## config.mk

```make
export PLATFORM = sky130hd
export DESIGN_NAME = floor_req_scheduler
export DESIGN_NICKNAME = d
export VERILOG_FILES = /design/src/rtl/floor_req_scheduler.sv
export SDC_FILE = /design/constraint.sdc
export NUM_CORES = 1
export LEC_CHECK = 0
export CORE_MARGIN = 2
export CORE_UTILIZATION = 58
export DETAILED_ROUTE_END_ITERATION = 8
export GPL_TIMING_DRIVEN = 0
export PLACE_DENSITY = 0.95
export SYNTH_ARGS = -nofsm -noshare
export SYNTH_HDL_FRONTEND = slang
export SYNTH_SLANG_ARGS = --single-unit
```

## constraint.sdc

```tcl
create_clock -name i_clk -period 4.6 [get_ports i_clk]
set_input_delay 0.46 -clock i_clk [delete_from_list [all_inputs] [get_ports i_clk]]
set_output_delay 0.46 -clock i_clk [all_outputs]
set_load 0.01 [all_outputs]
```

## src/rtl/floor_req_scheduler.sv

```systemverilog
// LOOK-scheduled elevator request collector: latches call buttons into pending lamps and
// hands the motion controller one registered target floor at a time.
module floor_req_scheduler #(
    parameter int unsigned NUM_FLOORS = 8,
    parameter int unsigned FLOOR_W    = 4
) (
    input  logic                  i_clk,
    input  logic                  i_resetN,
    input  logic [NUM_FLOORS-1:0] i_call,
    input  logic [FLOOR_W-1:0]    i_current_floor,
    input  logic                  i_open,
    output logic [FLOOR_W-1:0]    o_target_floor,
    output logic                  o_target_valid,
    output logic                  o_dir_up,
    output logic [NUM_FLOORS-1:0] o_pending
);

    typedef enum logic [1:0] {StIdle, StSweepUp, StSweepDown} state_e;

    state_e                  r_state;
    logic [NUM_FLOORS-1:0]   r_pending;
    logic [FLOOR_W-1:0]      r_target_floor;
    logic                    r_target_valid;
    logic                    r_dir_up;
    logic                    r_open_prev;

    logic [31:0]             w_cur;
    logic                    w_cur_ok;
    logic                    w_arrive;
    logic [NUM_FLOORS-1:0]   w_clr;
    logic [NUM_FLOORS-1:0]   w_eff;
    logic                    w_above;
    logic                    w_below;
    logic                    w_at;
    logic                    w_ge_any;
    logic                    w_le_any;
    logic [FLOOR_W-1:0]      w_lo;
    logic [FLOOR_W-1:0]      w_hi;

    assign w_cur    = 32'(i_current_floor);
    assign w_cur_ok = (w_cur < NUM_FLOORS);
    assign w_arrive = i_open & ~r_open_prev;

    always_comb begin
        w_clr = '0;
        for (int unsigned i = 0; i < NUM_FLOORS; i++) begin
            if (w_arrive && w_cur_ok && (i == w_cur)) w_clr[i] = 1'b1;
        end
    end

    // The floor being arrived at no longer counts as a target, even before pending clears.
    assign w_eff = r_pending & ~w_clr;

    always_comb begin
        w_above  = 1'b0;
        w_below  = 1'b0;
        w_at     = 1'b0;
        w_ge_any = 1'b0;
        w_le_any = 1'b0;
        w_lo     = '0;
        w_hi     = '0;
        for (int unsigned i = 0; i < NUM_FLOORS; i++) begin
            if (w_eff[i]) begin
                if (i > w_cur) w_above = 1'b1;
                if (i < w_cur) w_below = 1'b1;
                if (i == w_cur) w_at = 1'b1;
                if ((i >= w_cur) && !w_ge_any) begin
                    w_ge_any = 1'b1;
                    w_lo     = FLOOR_W'(i);
                end
                if (i <= w_cur) begin
                    w_le_any = 1'b1;
                    w_hi     = FLOOR_W'(i);
                end
            end
        end
    end

    always_ff @(posedge i_clk or negedge i_resetN) begin
        if (!i_resetN) begin
            r_state        <= StIdle;
            r_pending      <= '0;
            r_target_floor <= '0;
            r_target_valid <= 1'b0;
            r_dir_up       <= 1'b1;
            r_open_prev    <= 1'b0;
        end else begin
            r_open_prev <= i_open;
            r_pending   <= (r_pending | i_call) & ~w_clr;
            // An out-of-range floor gives no usable position, so the schedule is frozen.
            if (w_cur_ok) begin
                unique case (r_state)
                    StIdle: begin
                        if (w_above) begin
                            r_state        <= StSweepUp;
                            r_dir_up       <= 1'b1;
                            r_target_floor <= w_lo;
                            r_target_valid <= 1'b1;
                        end else if (w_below) begin
                            r_state        <= StSweepDown;
                            r_dir_up       <= 1'b0;
                            r_target_floor <= w_hi;
                            r_target_valid <= 1'b1;
                        end else if (w_at) begin
                            r_target_floor <= i_current_floor;
                            r_target_valid <= 1'b1;
                        end else begin
                            r_target_valid <= 1'b0;
                        end
                    end
                    StSweepUp: begin
                        if (w_ge_any) begin
                            r_target_floor <= w_lo;
                            r_target_valid <= 1'b1;
                        end else if (w_below) begin
                            r_state        <= StSweepDown;
                            r_dir_up       <= 1'b0;
                            r_target_floor <= w_hi;
                            r_target_valid <= 1'b1;
                        end else begin
                            r_state        <= StIdle;
                            r_target_valid <= 1'b0;
                        end
                    end
                    StSweepDown: begin
                        if (w_le_any) begin
                            r_target_floor <= w_hi;
                            r_target_valid <= 1'b1;
                        end else if (w_above) begin
                            r_state        <= StSweepUp;
                            r_dir_up       <= 1'b1;
                            r_target_floor <= w_lo;
                            r_target_valid <= 1'b1;
                        end else begin
                            r_state        <= StIdle;
                            r_target_valid <= 1'b0;
                        end
                    end
                    default: begin
                        r_state        <= StIdle;
                        r_target_valid <= 1'b0;
                    end
                endcase
            end
        end
    end

    assign o_target_floor = r_target_floor;
    assign o_target_valid = r_target_valid;
    assign o_dir_up       = r_dir_up;
    assign o_pending      = r_pending;

endmodule

```

# Yosys cells after proc, flatten, opt, wreduce, memory -nomap -nowiden

Cells that the tools add are included.

Register bits: 17
Output and inout bits: 14

$lt $le $gt $ge: 33
Eq/ne operators: 16
Multiplexer cells: 145
Bitwise logic cells: 6
Reductions and logical operators: 29

Operators by type and width:

| operator                                                  | number |
|---|---|
| 2-to-1 mux 4 bit                                          | 31 |
| 2-to-1 mux 1 bit                                          | 105 |
| logical NOT 32 bit                                        | 1 |
| AND 8 bit                                                 | 2 |
| == test 3 x 4 -> 1 bit, first input constant              | 4 |
| >= comparator 3 x 4 -> 1 bit, first input constant        | 4 |
| > comparator 3 x 4 -> 1 bit, first input constant         | 4 |
| <= comparator 3 x 4 -> 1 bit, first input constant        | 4 |
| logical AND 1 bit                                         | 16 |
| less-than comparator 3 x 4 -> 1 bit, first input constant | 4 |
| one-hot mux 4 bit (3 select lines)                        | 1 |
| 2-to-1 mux 2 bit                                          | 5 |
| AND reduction 5 bit                                       | 2 |
| != test 3 bit, second input constant                      | 3 |
| == test 2 x 4 -> 1 bit, first input constant              | 2 |
| >= comparator 1 x 4 -> 1 bit, first input constant        | 2 |
| >= comparator 2 x 4 -> 1 bit, first input constant        | 2 |
| > comparator 1 x 4 -> 1 bit, first input constant         | 2 |
| > comparator 2 x 4 -> 1 bit, first input constant         | 2 |
| <= comparator 1 x 4 -> 1 bit, first input constant        | 2 |
| <= comparator 2 x 4 -> 1 bit, first input constant        | 2 |
| less-than comparator 1 x 4 -> 1 bit, first input constant | 2 |
| less-than comparator 2 x 4 -> 1 bit, first input constant | 2 |
| inverter 8 bit                                            | 1 |
| 15 further kinds                                          | 24 |

# Depth between registers and ports, before layout

Depth in word-level cells: 39
Gate-level depth with buffers: 11

# Worst setup path before layout

OpenSTA, ideal clock, no wires.

Path type: input to register
From: input i_current_floor[3]
To: register r_dir_up (netlist: o_dir_up)
Library setup time: 0.091 ns
Arrival: 2.243 ns
Data required time: 4.509 ns
Setup slack: 2.267 ns
Cell stages on the path: 9
Path through: buf_2 -> buf_6 -> nor3_1 -> nor3_2 -> a211oi_4 -> o311a_2 -> o2bb2ai_2 -> or3_4 -> o31ai_1

Longest elaborated chain between the ends: 37

Ends and longest elaborated chain:

| element                         | RTL line | RTL |
|---|---|---|
| from (decl)                     | 10       | `input logic [FLOOR_W-1:0] i_current_floor,` |
| less-than comparator 4 bit      | 41       | `assign w_cur_ok = (w_cur < NUM_FLOORS);` |
| logical AND 1 bit (2 in series) | 47       | `if (w_arrive && w_cur_ok && (i == w_cur)) w_clr[i] = 1'b1;` |
| 2-to-1 mux 1 bit                | 47       |  |
| inverter 8 bit                  | 52       | `assign w_eff = r_pending & ~w_clr;` |
| AND 8 bit                       | 52       |  |
| 2-to-1 mux 1 bit                | 63       | `if (w_eff[i]) begin` |
| logical NOT 1 bit               | 67       | `if ((i >= w_cur) && !w_ge_any) begin` |
| logical AND 1 bit               | 67       |  |
| [20 not listed]                 | n/a      |  |
| 2-to-1 mux 1 bit                | 67       |  |
| 2-to-1 mux 1 bit                | 63       |  |
| logical NOT 1 bit               | 67       |  |
| logical AND 1 bit               | 67       |  |
| 2-to-1 mux 1 bit                | 67       |  |
| 2-to-1 mux 1 bit                | 63       |  |
| != test 2 bit (no line)         | n/a      |  |
| AND reduction 5 bit (no line)   | n/a      |  |
| to (signal assigned)            | 85       | `r_dir_up <= 1'b1;` |
| to (signal assigned)            | 96       | `r_dir_up <= 1'b1;` |
| to (signal assigned)            | 101      | `r_dir_up <= 1'b0;` |
| to (decl)                       | 24       | `logic r_dir_up;` |

Several ways; a longest one is shown, not always the timed one. The select of a mux whose other input is x is not followed.
A chain may end at the register's enable or synchronous reset.

# Final worst setup path

From: input i_open
To: register r_target_floor[0] (netlist: o_target_floor[0])

Longest elaborated chain between the ends: 38

Ends and longest elaborated chain:

| element                            | RTL line | RTL |
|---|---|---|
| from (decl)                        | 11       | `input logic i_open,` |
| AND 1 bit *                        | 42       | `assign w_arrive = i_open & ~r_open_prev;` |
| logical AND 1 bit *                | 47       |  |
| logical AND 1 bit                  | 47       |  |
| 2-to-1 mux 1 bit                   | 47       |  |
| inverter 8 bit *                   | 52       |  |
| AND 8 bit *                        | 52       |  |
| 2-to-1 mux 1 bit                   | 63       |  |
| logical NOT 1 bit                  | 67       |  |
| [22 not listed]                    | n/a      |  |
| 2-to-1 mux 1 bit                   | 63       |  |
| logical NOT 1 bit                  | 67       |  |
| logical AND 1 bit                  | 67       |  |
| 2-to-1 mux 4 bit                   | 67       |  |
| 2-to-1 mux 4 bit                   | 63       |  |
| 2-to-1 mux 4 bit                   | 129      | `end else if (w_above) begin` |
| 2-to-1 mux 4 bit                   | 126      | `if (w_le_any) begin` |
| one-hot mux 4 bit (3 select lines) | 92       | `unique case (r_state)` |
| to (signal assigned)               | 97       | `r_target_floor <= w_lo;` |
| to (signal assigned)               | 127      | `r_target_floor <= w_hi;` |
| to (signal assigned)               | 132      | `r_target_floor <= w_lo;` |
| to (decl)                          | 22       | `logic [FLOOR_W-1:0] r_target_floor;` |

Every way passes the cells marked *; elsewhere a longest branch is shown, timed or not. The select of a mux whose other input is x is not followed.

==> key figures <==
Status
  – Status: finished, final reports clean

Finish
  – Multi-input logic area: about 0.0012 mm2
  – Final nets: between 200 and 300
  – Design Area, Final: 0.00215 mm2
  – Most frequent cells in the layout: nor2_1, clkdlybuf4s50_1, nand2_1
  – Reg area: 427 um2
  – Layout cell share with drive strength beyond 1: 0.109
  – # diodes: 0
  – Fillers: 254
  – Layout Area Growth over Synthesis: 18.7%
  – Final core occ: 0.715
  – Non-filler cells, final: 300

Logic synthesis
  – Cells after synthesis: 236
  – Sequential area share after synthesis: 0.236
  – Ys async rst share: 1.00
  – Distinct cell type count after synthesis: 63
  – Mapped cell area: ~0.0018 mm2
  – Syn avg cell area: between 7 and 8 um2
  – Synth top area share: 0.221
  – Syn. warnings: 0
  – Ranking of synthesized cells by area: dfrtp_1, nor2_1, nand2_1
  – Synthesized flop and latch total: 17
  – Ys flop type: dfrtp_1
  – Post-synth EDFFs: 0
  – Synth Net Count: 255
  – Largest area contributor in the netlist: dfrtp_1

Global route
  – Largest net degree at the start of global routing: 18
  – Overall Global Routing Usage: 0.319
  – Number of global-route vias before repair: 1691
  – Initial antenna violation count: 0
  – Gr ovfl total: 0
  – First-pass GRT wire length: 8450 um

Floorplan
  – Chip width: around 60 um
  – Die ar.: around 0.0036 mm2
  – Initial Util: 0.602
  – Core footprint: between 0.003 and 0.004 mm2
  – I/O Pins: 29
  – DIE HEIGHT: 59.9 um
  – Cell row count: 20

Placed design
  – Post-DP Area: 0.00212 mm2
  – Detailed Place HPWL: 3910 um
  – Final Wtd Congestion: around 1
  – Placed cells: 296
  – Dpl ws: 1.55 ns
  – Port bufs: 27

Timing
  – RSZ-0062 raised after global routing: no
  – Slew @ Worst Pin: 0.826 ns
  – Tmin final: between 2 and 3 ns
  – Max Freq: around 360 MHz
  – Final worst-path cycle share: 0.602
  – Final hold violations: 0
  – Worst slew margin: 0.448
  – Fin Hold WS: 0.504 ns
  – Final WS setup: 1.83 ns
  – Clock skew: 0.0141 ns
  – Number of setup violations in the final report: 0
  – Setup tns final: 0 ns
  – Slew Limit Fails: 0

Clock network
  – # hold bufs at CTS: 0
  – Setup bufs post-CTS: 0
  – CTS H-tree lvls: 1
  – TritonCTS clock tree: built
  – CTS max path bufs: 2
  – Post-CTS sizing: 0
  – Clock transition at path regs: 0.10 ns
  – CTS Buf Count: 3
  – Root buf cell: clkbuf_4
  – Worst skew pair latency: 0.31 ns
  – Sink Count: 17

Flow run
  – Max-cap violations: 0

Power
  – Psw: 269 uW
  – Power Density: 300 mW/mm2
  – Clock share of power: 0.139
  – Comb power frac: 0.547
  – Seq pwr share: 0.315
  – Leakage power: between 0.8 and 0.9 nW
  – Final Total Pwr: 644 uW
  – Sw frac: 0.417
  – Internal power: 375 uW
  – Maximum VDD drop: 0.264 mV

Critical path
  – CP Buf/Inv Count: 3
  – Critical Path Stages: 11
  – CP Max Fanout: 10
  – Worst R2R Path Depth: 8
  – Reg2reg setup slack: 1.97 ns
  – Crit-path cells: clkdlybuf4s50_1 > nand2b_1 > buf_2 > buf_1 > a41oi_1 > o2bb2ai_1 > a21oi_1 > o21a_1 > o21ai_1 > a311oi_1 > o22ai_1
  – CP delay by family, top: compound AO/OA/AOI/OAI gates
  – Crit path kind: in -> reg
  – Crit path arrival time: between 2 and 3 ns
  – Crit-path slowest cell: clkdlybuf4s50_1
  – Critical Path Source Type: input pin
  – Crit path capture type: register
  – Largest stage delay, worst path: 0.49 ns
  – Required @ worst endpoint: 4.78 ns

Detailed routing
  – Initial DRC count: 177
  – DR pass1 iterations: 5
  – DR vias: approximately 2000
  – Final WL: approximately 5400 um
  – Vias/cell: 6.68
  – Post-route ant nets: 0
  – Routed length per instance: 18.0 um
  – Detailed-route DRC error count: 0

Worst hold path
  – Hold Crit Class: reg -> reg
  – Worst Hold Depth: 1
-- cells by family after synthesis --
logic type      count (synthesis)  share of synthesized area
flops                          17                      0.236
buf+inv                        31                     0.0892
compound gates                 87                      0.365
fa+ha+maj                       6                     0.0387
simple gates                   92                      0.254
mux                             3                     0.0166
-- power by group through the flow --
stage	Clock (mW)	Sequential (mW)	Combinational (mW)
after floorplan	0	0.216	0.221
after global placement	0	0.204	0.339
after detailed placement	0	0.206	0.343
after CTS	0.0917	0.203	0.345
after global routing	0.0990	0.207	0.384
final	0.0892	0.203	0.352
-- routing by layer --
| metal | share of wire | global-route usage | vias to the layer above |
|---|---|---|---|
| met5 | 0 | 0 | - |
| met4 | 0.021 | 0.124 | 0 |
| met3 | 0.10 | 0.0649 | 13 |
| met2 | 0.45 | 0.458 | 125 |
| met1 | 0.42 | 0.465 | 924 |
| li1 | - | - | 942 |
-- final timing paths --
path | endpoint | start
setup reg to reg | r_state[1]$_DFFE_PN0P_ | o_pending[7]$_DFF_PN0_
min in group asynchronous | o_pending[7]$_DFF_PN0_ | i_resetN
hold / removal | o_target_floor[3]$_DFFE_PN0P_ | o_target_floor[3]$_DFFE_PN0P_
setup / recovery | o_target_floor[0]$_DFFE_PN0P_ | i_open
max in group asynchronous | o_target_floor[0]$_DFFE_PN0P_ | i_resetN
hold reg to reg | o_target_floor[3]$_DFFE_PN0P_ | o_target_floor[3]$_DFFE_PN0P_
-- cells in the mapped netlist (2+ instances only) --
library cell,count
or2_2,2
and3_1,2
o21a_1,3
mux2i_1,3
o311ai_0,2
nand2b_1,5
a31oi_1,5
a32oi_1,2
a21oi_1,12
o31ai_1,4
nor3_1,8
a41oi_1,3
a311oi_1,2
a211o_1,2
clkbuf_1,7
o21ai_0,16
nand2_1,25
o221ai_1,3
dfrtp_1,16
buf_2,6
o22ai_1,5
or2_1,2
nor2_1,27
a221oi_1,2
nor2b_1,5
buf_6,5
o21ai_1,6
inv_1,12
nand3_1,6
ha_1,4
maj3_1,2
-- sequential cells by signal, indices dropped and copies added (netlist names) --
name            flops
o_target_floor      4
o_dir_up            1
o_pending           8
r_open_prev         1
o_target_valid      1
r_state             2
-- area by class of cell --
cell class              instances  share of cell area
inverters                      12              0.0210
multi-input cells             188               0.569
flip-flops and latches         17               0.199
repair buffers                 27               0.126
clock buffers                   4              0.0122
plain buffers                  19              0.0542
well taps                      33              0.0192
No activity file was read; power rests on OpenSTA's default activity.
